===== src/rtl/hwag_out_bank.sv =====
// Angle-window output bank: per-channel shadow/active window pairs committed at angle wrap,
// with registered, optionally paired (wasted-spark) channel outputs.
module hwag_out_bank #(
  parameter int unsigned CH        = 4,
  parameter int unsigned AW        = 24,
  parameter int unsigned ANGLE_TOP = 7679
) (
  input  logic                  clk,
  input  logic                  rst,
  input  logic [AW-1:0]         angle,
  input  logic                  angle_valid,
  input  logic                  phased,
  input  logic [CH-1:0]         ch_en,
  input  logic                  wr_en,
  input  logic [$clog2(CH)-1:0] wr_ch,
  input  logic [AW-1:0]         wr_set,
  input  logic [AW-1:0]         wr_reset,
  output logic [CH-1:0]         pend,
  output logic [CH-1:0]         out
);

  localparam int unsigned CW   = $clog2(CH);
  localparam int unsigned HALF = CH / 2;

  // Elaboration-time parameter sanity checks
  generate
    if ((CH < 2) || ((CH % 2) != 0)) begin : g_bad_ch
      $error("hwag_out_bank: CH must be even and >= 2");
    end
    if (64'(ANGLE_TOP) >= (64'd1 << AW)) begin : g_bad_top
      $error("hwag_out_bank: ANGLE_TOP does not fit in AW bits");
    end
  endgenerate

  logic [AW-1:0] angle_d;
  logic [AW-1:0] sh_set    [CH];
  logic [AW-1:0] sh_reset  [CH];
  logic [AW-1:0] ac_set    [CH];
  logic [AW-1:0] ac_reset  [CH];
  logic [AW-1:0] eff_set   [CH];
  logic [AW-1:0] eff_reset [CH];
  logic [CH-1:0] win_c;
  logic [CH-1:0] out_nxt;
  logic [CH-1:0] wr_hit;
  logic          wr_ok;
  logic          commit;

  // Wrap or loss of sync commits every pending shadow
  assign commit = ~angle_valid | (angle < angle_d);

  // Out-of-range channel indices only exist when CH is not a power of two
  generate
    if ((1 << CW) > CH) begin : g_rng
      assign wr_ok = wr_en & (wr_ch < CW'(CH));
    end else begin : g_full
      assign wr_ok = wr_en;
    end
  endgenerate

  assign wr_hit = wr_ok ? (CH'(1) << wr_ch) : '0;

  generate
    for (genvar i = 0; i < CH; i++) begin : g_ch
      localparam int unsigned P = (i < HALF) ? (i + HALF) : (i - HALF);

      // Windows committed this cycle already apply to this cycle's angle
      assign eff_set[i]   = (commit & pend[i]) ? sh_set[i]   : ac_set[i];
      assign eff_reset[i] = (commit & pend[i]) ? sh_reset[i] : ac_reset[i];

      assign win_c[i] = (eff_set[i] < eff_reset[i]) ? ((angle >= eff_set[i]) && (angle < eff_reset[i])) :
                        (eff_set[i] > eff_reset[i]) ? ((angle >= eff_set[i]) || (angle < eff_reset[i])) :
                        1'b0;

      assign out_nxt[i] = angle_valid & ch_en[i] & (phased ? win_c[i] : (win_c[i] | win_c[P]));
    end
  endgenerate

  // State: angle history, pending flags, shadow/active windows, outputs
  always_ff @(posedge clk or negedge rst) begin
    if (!rst) begin
      angle_d <= '0;
      pend    <= '0;
      out     <= '0;
      for (int i = 0; i < CH; i++) begin
        sh_set[i]   <= '0;
        sh_reset[i] <= '0;
        ac_set[i]   <= '0;
        ac_reset[i] <= '0;
      end
    end else begin
      angle_d <= angle;
      out     <= out_nxt;
      pend    <= (commit ? '0 : pend) | wr_hit;
      for (int i = 0; i < CH; i++) begin
        ac_set[i]   <= eff_set[i];
        ac_reset[i] <= eff_reset[i];
        if (wr_hit[i]) begin
          sh_set[i]   <= wr_set;
          sh_reset[i] <= wr_reset;
        end
      end
    end
  end

endmodule


===== config.mk =====
export PLATFORM = sky130hd
export DESIGN_NAME = hwag_out_bank
export DESIGN_NICKNAME = d
export VERILOG_FILES = /design/src/rtl/hwag_out_bank.sv
export SDC_FILE = /design/constraint.sdc
export NUM_CORES = 1
export LEC_CHECK = 0
export BUFFER_PORTS_ARGS = -buffer_cell sky130_fd_sc_hd__buf_2
export CAP_MARGIN = 20
export CORE_MARGIN = 5
export CORE_UTILIZATION = 57
export CTS_CLUSTER_DIAMETER = 200
export DETAILED_ROUTE_END_ITERATION = 10
export HOLD_SLACK_MARGIN = 0.03
export PLACE_DENSITY = 0.77
export SLEW_MARGIN = 20
export SYNTH_ARGS = -nofsm -noshare
export SYNTH_HDL_FRONTEND = slang
export SYNTH_SLANG_ARGS = --single-unit

===== constraint.sdc =====
create_clock -name clk -period 4.6 [get_ports clk]
set_input_delay 0.46 -clock clk [delete_from_list [all_inputs] [get_ports clk]]
set_output_delay 0.46 -clock clk [all_outputs]
set_load 0.01 [all_outputs]

Word level (Yosys, flattened, before mapping)
Index checks and enable logic that the tools add are counted.
{"block": "totals", "regBits": 416, "out_inout_bits": 8, "elab_cells": 84}
{"block": "classes", "order_cmp": 17, "n_shift": 1, "n_mux": 22, "n_bitwise": 17, "n_reduce_logical": 8}
{"op": "24-bit less-than comparator", "n": 9}
{"op": "24-bit 2-to-1 mux", "n": 8}
{"op": "24-bit greater-or-equal comparator", "n": 4}
{"op": "24-bit greater-than comparator", "n": 4}
{"op": "1-bit bitwise AND", "n": 12}
{"op": "1-bit 2-to-1 mux", "n": 12}
{"op": "4-bit 2-to-1 mux", "n": 2}
{"op": "1-bit logical AND", "n": 4}
{"op": "1-bit logical OR", "n": 4}
{"op": "4-bit OR", "n": 1}
{"op": "1-bit by 2-bit << shifter with 4-bit output, first input constant", "n": 1}
{"op": "1-bit OR", "n": 3}
{"op": "1-bit NOT", "n": 1}

Depth between registers and ports, before layout
Gate-level depths: netlist of the first run.
{"block": "depth", "ltp_word": 11, "mapped_depth": 24}

Least setup slack after synthesis of the first run
Ideal clock, no wire load.
{"block": "synth_timing", "path_kind": "in2reg", "start": "input angle[15]", "end": "register out[0]", "setup_ps": 120, "arrival_ps": 5008, "required_ps": 4480, "path_slack_ps": -528, "stages": 21, "path_buffers": 2, "path_cell_list": "ha_1 a21oi_1 o21ai_0 a221oi_2 o211ai_2 a21oi_4 buf_6 clkbuf_1 mux2_2 ha_1 nand2b_1 a21o_1 a21o_1 a21o_1 a31oi_1 o21bai_1 a221oi_1 o31ai_1 maj3_2 o2bb2ai_1 and3_1"}
{"item": "start: declaration", "line": "10", "source": "input logic [AW-1:0] angle,"}
{"item": "end signal: assignment", "line": "92", "source": "out <= out_nxt;"}
{"item": "end: declaration", "line": "19", "source": "output logic [CH-1:0] out"}

Worst setup path after layout of the first run
{"block": "layout_timing", "start": "register angle_d[16]", "end": "register out[3]"}
{"block": "layout_between", "elab_chain_cells": 11, "word_cells_on_any_way": 27, "classes_between": "9 x order compare; 9 x mux; 5 x bitwise; 4 x reduce/logical"}
{"item": "start: declaration", "line": "35", "source": "logic [AW-1:0] angle_d;"}
{"item": "start signal: assignment", "line": "91", "source": "angle_d <= angle;"}
{"item": "24-bit less-than comparator *", "line": "49", "source": "assign commit = ~angle_valid | (angle < angle_d);"}
{"item": "1-bit OR *", "line": "49"}
{"item": "1-bit bitwise AND", "line": "67, 68"}
{"item": "24-bit 2-to-1 mux (on tied branches)", "line": "67, 68"}
{"item": "24-bit greater-or-equal comparator or 24-bit less-than comparator (tied branches)", "line": "70, 71"}
{"item": "1-bit logical OR", "line": "71", "source": "(eff_set[i] > eff_reset[i]) ? ((angle >= eff_set[i]) || (angle < eff_reset[i])) :"}
{"item": "1-bit 2-to-1 mux", "line": "71"}
{"item": "1-bit 2-to-1 mux", "line": "70", "source": "assign win_c[i] = (eff_set[i] < eff_reset[i]) ? ((angle >= eff_set[i]) && (angle < eff_reset[i])) :"}
{"item": "1-bit OR", "line": "74", "source": "assign out_nxt[i] = angle_valid & ch_en[i] & (phased ? win_c[i] : (win_c[i] | win_c[P]));"}
{"item": "1-bit 2-to-1 mux *", "line": "74"}
{"item": "1-bit bitwise AND *", "line": "74"}
{"item": "net out_nxt[3]", "line": "43", "source": "logic [CH-1:0] out_nxt;"}
Mark *: on every way through the listed nets, which the timed path passes. The rest lies on a longest branch.
A chain may end at the register's enable or synchronous reset.

==> flow_summary.json, run 1 <==
{
  "relSlewSlack": 0.404,
  "fp.coreArea_sq_um": 39700,
  "ir_drop_mv": 0.379,
  "hpwl_mm": 49.8,
  "critical_path_required_ns": 5.07,
  "cts_buffers": 45,
  "netlist_instances": 1929,
  "total_leakage_power_nw": 14.7,
  "cp-start-kind": "register",
  "antenna_cells": 0,
  "p_sw_mw": 6.12,
  "power_switching_share": 0.358,
  "cts_tree": "built",
  "critPathKind": "reg -> reg",
  "clockPowerShare": 0.226,
  "yosys_register_bits": 416,
  "min_to": "out[1]",
  "vias": 17600,
  "die_w_microns": 210,
  "yosys-top-cells-area": "dfrtp_1 (46%), ha_1 (16%), mux2_2 (11%)",
  "synth.most_common_cell": "dfrtp_1",
  "fp-row-count": 73,
  "use_met1": 0.409,
  "wl_per_cell_microns": 23.6,
  "use_met2": 0.513,
  "outcome": "finished, violations left",
  "grt_pass1_vias": 18600,
  "gp_congestion": 0.989,
  "yosys_warnings": 0,
  "skew_ns": 0.0161,
  "ant_nets": 0,
  "synth_area_sq_um": 22800,
  "synth_top_area_frac": 0.456,
  "combPwrFrac": 0.466,
  "die_h_microns": 210,
  "timing.fmax_mhz": 196,
  "hold_start": "ch_en[1]",
  "numClockSinks": 416,
  "io_buffers": 90,
  "grt_use_met3": 0.0444,
  "fillers": 2562,
  "die_area_sq_um": 44200,
  "syn2layout_area_growth_pct": 29.4,
  "routed_via_density": 5.93,
  "grt.busiest_layer": "met2",
  "drc": 0,
  "start_util": 0.575,
  "worstHoldPathCells": 3,
  "h-tree-depth": 2,
  "grt_max_degree": 117,
  "whs_ns": 0.128,
  "timing.rr.start": "angle_d[16]",
  "synth-main-ff-cell": "dfrtp_1",
  "seq_area_frac_synth": 0.456,
  "drt-total-wl_mm": 70.0,
  "rrSetupSlack_ns": -0.49,
  "yosys.cell_types.count": 81,
  "period_share": 1.11,
  "grt_overflow_total": 0,
  "cts_buffer_depth": 3,
  "place_inst": 2840,
  "hold_viol": 0,
  "regToRegEndpoint": "out[3]",
  "rsz0062_at_grt": "yes",
  "intPower_mw": 11.0,
  "synthArstFlopShare": 1.00,
  "antenna_found_initial": 1,
  "reg2regPathDepth": 23,
  "syn_avg_cell_area_sq_um": 11.8,
  "timing.final.ws_setup_ns": -0.492,
  "grt_first_pass_wirelength_mm": 107,
  "drive_gt1_frac": 0.385,
  "power_frac_seq": 0.308,
  "drt_pass1_iterations": 5,
  "clkTransAtPathRegs_ns": 0.07,
  "fin_nets": 2773,
  "power_density_nw_per_um2": 578,
  "violations": "negative setup slack",
  "synth_enable_flop_cells": 0,
  "drv_cap": 0,
  "stdcell_count": 2961,
  "setup_viol": 4,
  "slew_violations": 0,
  "worstPathArrival_ns": 5.56,
  "ys_top_cells_by_count": "dfrtp_1 (416), ha_1 (287), inv_1 (223)",
  "end_kind": "register",
  "clk_latency_ns": 0.58,
  "tightest_slew_ns": 0.894,
  "drt_iter0_drc": 1420,
  "grt_usage": 0.312,
  "synthesis.nets": 2299,
  "crit_path_max_fanout": 4,
  "yosysTopAreaCell": "dfrtp_1",
  "hold_class": "in -> reg",
  "finalCriticalPeriod_ns": 5.09,
  "pin_count": 91,
  "clock-root-buffer": "clkbuf_16"
}
## cell usage in the layout (no fill, tap or decap), drive strengths merged, types with 22 or more instances in the layout
master,netlist,layout
clkbuf,12,63
mux2,224,224
o21ai,48,48
a21oi,78,78
inv,223,227
nand4,40,40
nor2b,22,22
buf,31,469
nand2,58,58
nor2,31,31
a21o,79,79
dfrtp,416,416
mux2i,155,155
ha,287,287
## kinds of logic (layout without fill, tap and decap cells)
logic type / count (synthesis) / in the layout / share of synthesized area
flops: 416 / 416 / 0.456
mux: 379 / 379 / 0.178
compound gates: 305 / 305 / 0.0926
fa+ha+maj: 297 / 297 / 0.162
buf+inv: 266 / 773 / 0.0449
simple gates: 253 / 253 / 0.0618
xor+xnor: 13 / 13 / 0.00498
## power by group through the flow
stage | Combinational [mW] | Sequential [mW] | Clock [mW]
6_report | 7.97 | 5.26 | 3.85
4_1_cts | 7.50 | 5.21 | 3.89
5_1_grt | 8.69 | 5.36 | 4.03
3_3_place_gp | 6.74 | 5.16 | 0
3_5_place_dp | 7.03 | 5.22 | 0
2_1_floorplan | 3.90 | 5.04 | 0
## area by class of cell
type / count / area (sq um) / share of cell area
clock buffer: 63 / 1330 / 0.0449
clock inverter: 17 / 230 / 0.00779
inverter: 223 / 837 / 0.0283
multi-input combinational: 1247 / 12500 / 0.421
sequential: 416 / 10400 / 0.352
tap: 525 / 657 / 0.0222
timing repair buffer: 470 / 3640 / 0.123
## layer usage
metal | vias up | part of all wire
li1 | 7866 | -
met1 | 8824 | 0.40
met2 | 636 | 0.47
met3 | 244 | 0.062
met4 | 2 | 0.064
met5 | - | 0.00019
## registers in the layout, indices dropped and copies added (netlist names)
register and flops:
ac_reset 96, ac_set 96, angle_d 24, sh_set 96
out 4, sh_reset 96, pend 4
## timing repair
| item | CTS | global route |
|---|---|---|
| hold endpoints to repair | 109 | 0 |
| setup endpoints to repair | 4 | 4 |
| buffers inserted | 23 | 15 |
| gates resized for setup | 115 | 87 |
| pin swaps | 56 | 59 |
| hold buffers | 1 | 0 |
| gates cloned | 3 | 0 |
## worst max-delay path, stage by stage, from the launching register on
cell and delay (ns):
dfrtp_1 0.35, inv_2 0.05, ha_4 0.25, nand4_1 0.22, or4_4 0.59, a21o_4 0.23
buf_6 0.12, o2111ai_4 0.25, and2_4 0.25, buf_12 0.12, buf_8 0.10, buf_6 0.11
mux2i_4 0.26, ha_4 0.17, nand4_1 0.10, nor2_1 0.17, a211oi_2 0.07, and3_1 0.19
and3_1 0.19, a211o_1 0.27, maj3_2 0.36, o21ai_4 0.19, a211oi_4 0.07, o311a_1 0.30
## metrics by stage
stage	power (mW)	worst slack [ns]	TNS, ns	area (sq um)	utilization
final	17.1	-0.492	-1.62	29600	0.744
after global routing	18.1	-0.561	-1.98	29600	0.744
after CTS	16.6	-0.354	-1.31	29000	0.731
after detailed placement	12.3	-0.894	-3.30	26600	0.671
after global placement	11.9	-0.816	-2.91	26600	0.671
after floorplan	8.94	-0.00340	-0.00340	23100	-
## how the worst max path moves through the flow
stage / startpoint / end / slack (ns) / cells after the start
after global placement: angle[15] / out[1] / -0.82 / 23
final: angle_d[16] / out[3] / -0.49 / 23
after CTS: angle_d[16] / out[3] / -0.35 / 21
after floorplan: angle[16] / out[0] / -0.003 / 21
after detailed placement: angle[15] / out[1] / -0.89 / 23
after global routing: angle_d[16] / out[3] / -0.56 / 23
Note: power is estimated with default switching activity, not from simulation.
==> inputs of run 2 (changes only) <==
TNS_END_PERCENT = 20   (was not set)
==> run 2 against run 1 <==
Net effect: the flow still finishes with violations (negative setup slack); clock power about the same; cell area down 0.59%; combinational power down 2%; register-to-register slack better by 0.05 ns; sequential share of layout area up 0.21 points; utilization down 0.44 points; global-route usage down 0.53 points; die area unchanged; critical path depth up 1; total power down 0.92%; flip-flop and latch count unchanged.
==> flow_summary.json, run 2 (synthesis gave the netlist of run 1 again) <==
{
  "p_total_mw": 16.9,
  "power_frac_seq": 0.311,
  "grt_pass1_vias": 18500,
  "drt-total-wl_mm": 69.3,
  "wl_per_cell_microns": 23.4,
  "period_share": 1.10,
  "critical_path.max_stage_delay_ns": 0.58,
  "cts_buffers": 45,
  "power_switching_share": 0.357,
  "outcome": "finished, violations left",
  "worstHoldPathCells": 3,
  "hold_viol": 0,
  "timing.rr.start": "angle_d[16]",
  "die_h_microns": 210,
  "hpwl_mm": 49.8,
  "use_met2": 0.505,
  "hold_start": "ch_en[1]",
  "relSlewSlack": 0.402,
  "vias": 17500,
  "die_area_sq_um": 44200,
  "fp-row-count": 73,
  "routed_via_density": 5.90,
  "fin_nets": 2769,
  "worstPathArrival_ns": 5.51,
  "cts_buffer_depth": 3,
  "violations": "negative setup slack",
  "whs_ns": 0.126,
  "ant_nets": 0,
  "placed_area_sq_um": 26600,
  "skew_ns": 0.0163,
  "drt_pass1_iterations": 7,
  "hold_class": "in -> reg",
  "critical_path_required_ns": 5.07,
  "drive_gt1_frac": 0.377,
  "critPathKind": "reg -> reg",
  "antenna_cells": 0,
  "intPower_mw": 10.9,
  "tightest_slew_ns": 0.897,
  "clkTransAtPathRegs_ns": 0.06,
  "clk_latency_ns": 0.58,
  "die_w_microns": 210,
  "ir_drop_mv": 0.355,
  "grt_overflow_total": 0,
  "crit_path_max_fanout": 6,
  "finalCriticalPeriod_ns": 5.04,
  "clock-root-buffer": "clkbuf_16",
  "path_buf_inv": 8,
  "end_kind": "register",
  "stdcell_area_sq_um": 29400,
  "crit_start": "angle_d[16]",
  "h-tree-depth": 2,
  "drt_iter0_drc": 1298,
  "power_density_nw_per_um2": 576,
  "rsz0062_at_grt": "yes",
  "fillers": 2615,
  "syn2layout_area_growth_pct": 28.6,
  "final_cell_mix": "dfrtp_1 (416), buf_4 (345), ha_1 (266), mux2_2 (218), inv_1 (212)",
  "numClockSinks": 416,
  "cts_tree": "built",
  "grt_first_pass_wirelength_mm": 106,
  "rrSetupSlack_ns": -0.44,
  "grt.busiest_layer": "met2",
  "combPwrFrac": 0.462,
  "total_leakage_power_nw": 14.7,
  "use_met1": 0.405,
  "drc": 0,
  "gp_congestion": 0.989,
  "start_util": 0.575,
  "fp.coreArea_sq_um": 39700,
  "min_to": "out[1]",
  "grt_max_degree": 117,
  "place_ws_ns": -0.894,
  "regToRegEndpoint": "out[0]",
  "fin_tns_setup_ns": -1.69,
  "drv_cap": 0,
  "slew_violations": 0,
  "pin_count": 91,
  "setup_viol": 4,
  "path_cells": "inv_1 > ha_4 > nand4_1 > or4_4 > a21o_4 > buf_6 > o211ai_4 > a21oi_4 > buf_12 > buf_8 > buf_4 > mux2i_2 > inv_1 > ha_1 > nand4_1 > buf_4 > nor2b_2 > nand2_2 > nor2_4 > buf_6 > nand3_1 > or4_4 > o2bb2ai_1 > and3_1",
  "io_buffers": 90,
  "clockPowerShare": 0.227,
  "timing.fmax_mhz": 198,
  "antenna_found_initial": 1,
  "reg2regPathDepth": 24,
  "final_common_cell": "dfrtp_1",
  "timing.final.ws_setup_ns": -0.443,
  "cpLargestDelayFamily": "simple AND/OR/NAND/NOR gates",
  "cp_slowest_cell": "or4_4",
  "grt_usage": 0.306,
  "p_sw_mw": 6.04,
  "path_depth": 24,
  "grt_use_met3": 0.0426,
  "cp-start-kind": "register"
}
-- run 2: changes by cell type in the layout (fill, tap and decap cells not counted), sizes merged --
cell  previous run  this run
buf            469       465
-- run 2: how the worst max path moves through the flow --
stage | to | slack (ns)
detailed placement | out[1] | -0.89
CTS | out[3] | -0.44
global placement | out[1] | -0.82
global route | out[2] | -0.55
floorplan | out[0] | -0.003
finish | out[0] | -0.44
-- run 2: cell type report --
class	instances	area, sq um	area share
flip-flops and latches	416	10400	0.354
well taps	525	657	0.0224
inverters	223	837	0.0285
clock inverters	17	230	0.00783
clock buffers	63	1330	0.0451
multi-input cells	1247	12400	0.421
repair buffers	466	3560	0.121
-- run 2: layer usage --
| metal | routed length [microns] | part of all wire | vias up |
|---|---|---|---|
| met2 | 32900 | 0.48 | 554 |
| met1 | 28300 | 0.41 | 8810 |
| met3 | 3980 | 0.057 | 220 |
| met4 | 4060 | 0.059 | 2 |
| met5 | 13 | 0.00019 | - |
| li1 | - | - | 7871 |
-- run 2: metrics by stage --
| stage | utilization | std cells |
|---|---|---|
| 6_report | 0.740 | 2957 |
| 5_1_grt | 0.740 | 2957 |
| 4_1_cts | 0.723 | 2933 |
| 3_5_place_dp | 0.671 | 2840 |
| 3_3_place_gp | 0.671 | 2840 |
| 2_1_floorplan | - | 1929 |
-- run 2: repair_timing --
action	4_1_cts	5_1_grt
endpoints found under the hold margin	109	0
cloned	1	0
setup endpoints to repair	4	4
pin swaps	31	73
hold buffers	1	0
setup buffers	11	25
resized for setup	74	103
-- run 2: worst reg2reg max path: stages (launching register included) --
cell       delay, ns
dfrtp_1         0.33
inv_1           0.07
ha_4            0.26
nand4_1         0.20
or4_4           0.59
a21o_4          0.24
buf_6           0.14
o211ai_4        0.21
a21oi_4         0.10
buf_12          0.15
buf_8           0.15
buf_4           0.15
mux2i_2         0.21
inv_1           0.11
ha_1            0.31
nand4_1         0.12
buf_4           0.19
nor2b_2         0.13
nand2_2         0.12
nor2_4          0.12
buf_6           0.13
nand3_1         0.08
or4_4           0.52
o2bb2ai_1       0.13
and3_1          0.17
-- run 2: power groups by stage --
| stage | combinational [mW] | clock, mW | sequential [mW] |
|---|---|---|---|
| after floorplan | 3.90 | 0 | 5.04 |
| after CTS | 7.37 | 3.89 | 5.20 |
| after detailed placement | 7.03 | 0 | 5.22 |
| after global routing | 8.56 | 4.03 | 5.35 |
| after global placement | 6.74 | 0 | 5.16 |
| final | 7.82 | 3.85 | 5.26 |
==> inputs of run 3 (changes only) <==
ABC_AREA = 1   (was not set)
CELL_PAD_IN_SITES_DETAIL_PLACEMENT = 1   (was not set)
CELL_PAD_IN_SITES_GLOBAL_PLACEMENT = 1   (was not set)
CORE_UTILIZATION = 43   (was 57)
==> run 3 against run 2 <==
Net effect: the flow now finishes without violations; via count increased by 14%; worst hold slack improved by 0.091 ns; sequential power decreased by 9.3%; critical path depth increased by 6; total power decreased by 17%; flip-flop and latch count unchanged; die area increased by 32%; final cell count increased by 27%; synthesized cell count increased by 45%; clock power increased by 12%; cell area decreased by 6.4%.
==> flow_summary.json, run 3 <==
{
  "stdcell_area_sq_um": 27500,
  "h-tree-depth": 2,
  "cp_common_cell": "nand2_1",
  "wl_per_cell_microns": 20.5,
  "synth_top_area_frac": 0.450,
  "gp_congestion": 0.909,
  "routed_via_density": 5.28,
  "final_cell_mix": "nand2_1 (678), inv_1 (543), dfrtp_1 (416), o21ai_0 (340), ha_1 (287)",
  "worstHoldPathCells": 3,
  "skew_ns": 0.0168,
  "hold_viol": 0,
  "timing.rr.start": "angle_d[23]",
  "drt_iter0_drc": 1132,
  "synthArstFlopShare": 1.00,
  "drt_pass1_iterations": 5,
  "stdcell_count": 3759,
  "grt_overflow_total": 0,
  "power_density_nw_per_um2": 508,
  "end_kind": "register",
  "final_common_cell": "nand2_1",
  "yosys_warnings": 0,
  "min_to": "out[2]",
  "fin_nets": 3393,
  "crit_path_max_fanout": 24,
  "synth_enable_flop_cells": 0,
  "placed_area_sq_um": 25500,
  "rrSetupSlack_ns": 0.21,
  "total_leakage_power_nw": 15.2,
  "io_buffers": 90,
  "grt_pass1_vias": 21500,
  "yosys_register_bits": 416,
  "die_h_microns": 242,
  "tightest_slew_ns": 1.04,
  "antenna_found_initial": 2,
  "relSlewSlack": 0.304,
  "pin_count": 91,
  "hpwl_mm": 57.6,
  "worstPathArrival_ns": 4.87,
  "seq_area_sq_um": 10400,
  "whs_ns": 0.217,
  "place_inst": 3664,
  "outcome": "complete, no violations",
  "place_ws_ns": -0.477,
  "ys_top_cells_by_count": "nand2_1 (682), inv_1 (543), dfrtp_1 (416)",
  "rsz0062_at_grt": "yes",
  "cts_buffer_depth": 3,
  "grt_max_degree": 105,
  "start_util": 0.431,
  "synthesis.nets": 3162,
  "netlist_instances": 2792,
  "yosys.cell_types.count": 45,
  "multiInputGateArea_sq_um": 10500,
  "numClockSinks": 416,
  "p_total_mw": 14.0,
  "synth-main-ff-cell": "dfrtp_1",
  "drive_gt1_frac": 0.138,
  "ir_drop_mv": 0.295,
  "fp-row-count": 85,
  "cp_slowest_cell": "dfrtp_1",
  "grt_first_pass_wirelength_mm": 121,
  "vias": 19800,
  "hold_start": "ch_en[2]",
  "setup_viol": 0,
  "timing.fmax_mhz": 228,
  "cts_tree": "built",
  "die_area_sq_um": 58500,
  "yosysTopAreaCell": "dfrtp_1",
  "clock-root-buffer": "clkbuf_16",
  "synth.most_common_cell": "nand2_1",
  "drt-total-wl_mm": 77.1,
  "drv_cap": 0,
  "yosys-top-cells-area": "dfrtp_1 (45%), ha_1 (16%), nand2_1 (11%)",
  "finalCriticalPeriod_ns": 4.39,
  "cp-start-kind": "register",
  "critical_path.max_stage_delay_ns": 0.33,
  "seq_area_frac_synth": 0.450,
  "syn2layout_area_growth_pct": 18.9,
  "critPathKind": "reg -> reg",
  "clk_latency_ns": 0.60,
  "hold_class": "in -> reg",
  "reg2regPathDepth": 30,
  "regToRegEndpoint": "out[0]",
  "synth_area_sq_um": 23100,
  "fp.coreArea_sq_um": 53600,
  "timing.final.ws_setup_ns": 0.212,
  "die_w_microns": 242,
  "fillers": 6464,
  "grt_usage": 0.259,
  "clkTransAtPathRegs_ns": 0.07,
  "period_share": 0.954,
  "syn_avg_cell_area_sq_um": 8.28,
  "drc": 0,
  "ant_nets": 0,
  "cts_buffers": 48,
  "critical_path_required_ns": 5.08,
  "slew_violations": 0
}
run 3: cell types whose count changed after synthesis, sizes merged, moves of 37 or more:
cell / previous run / this run
clkbuf: 12 / 76
mux2i: 155 / 0
mux2: 224 / 0
inv: 223 / 549
nand2: 58 / 707
nor2: 31 / 68
a21o: 79 / 1
o21ai: 48 / 390
nand3: 17 / 71
run 3: metal layers:
layer,track usage,wire length [microns]
met5,0,7
met4,0.106,3470
met3,0.0377,3370
met2,0.461,38100
met1,0.315,32100
run 3: worst max-delay path by stage:
stage,start,end,slack (ns),depth (start not counted)
after floorplan,angle[23],out[3],0.62,27
after CTS,angle_d[15],out[0],0.05,27
after detailed placement,angle[15],out[2],-0.48,27
final,angle_d[23],out[0],0.21,30
after global placement,angle[15],out[0],-0.35,27
after global routing,angle_d[22],out[2],-0.03,30
run 3: where the power goes:
group	leakage, nW	switching, mW	internal (mW)	total (mW)
combinational	9.33	3.02	1.88	4.90
sequential	5.00	0.337	4.44	4.77
clock	0.866	1.66	2.63	4.30
run 3: cell type report:
class                      count  share of cell area
inverter                     549              0.0749
clock buffer                  62              0.0504
timing repair buffer         263              0.0687
clock inverter                27              0.0141
antenna                        1           0.0000910
sequential                   416               0.378
tap                          696              0.0317
multi-input combinational   1745               0.382
run 3: critical path, delay by kind of cell, from the launching register on:
family / cells / cell delay, ns
buffers and inverters: 6 / 0.66
DFF: 1 / 0.33
and+or+nand+nor: 16 / 1.53
AOI/OAI and AO/OA: 6 / 1.14
adders and majority gates: 2 / 0.60
run 3: repair_timing:
item,in CTS,in global routing
cloned,0,2
hold buffers,2,0
gates resized for setup,10,65
setup buffers,0,1
pin swaps,0,4
endpoints found under the hold margin,68,0
setup endpoints to repair,4,4
run 3: logic make-up (layout without fill, tap and decap cells):
group                    after synthesis  after routing  share of synthesized area
AO/OA/AOI/OAI                        555            555                      0.128
flip-flops                           416            416                      0.450
AND/OR/NAND/NOR                      902            903                      0.163
other                                  0              1                          0
adder cells (fa/ha/maj)              287            287                      0.155
buffers and inverters                632            901                      0.104
run 3: stage by stage:
| step | util | TNS [ns] |
|---|---|---|
| final | 0.513 | 0 |
| after global routing | 0.513 | -0.0575 |
| after CTS | 0.510 | 0 |
| after detailed placement | 0.476 | -1.65 |
| after global placement | 0.476 | -1.06 |
| after floorplan | - | 0 |
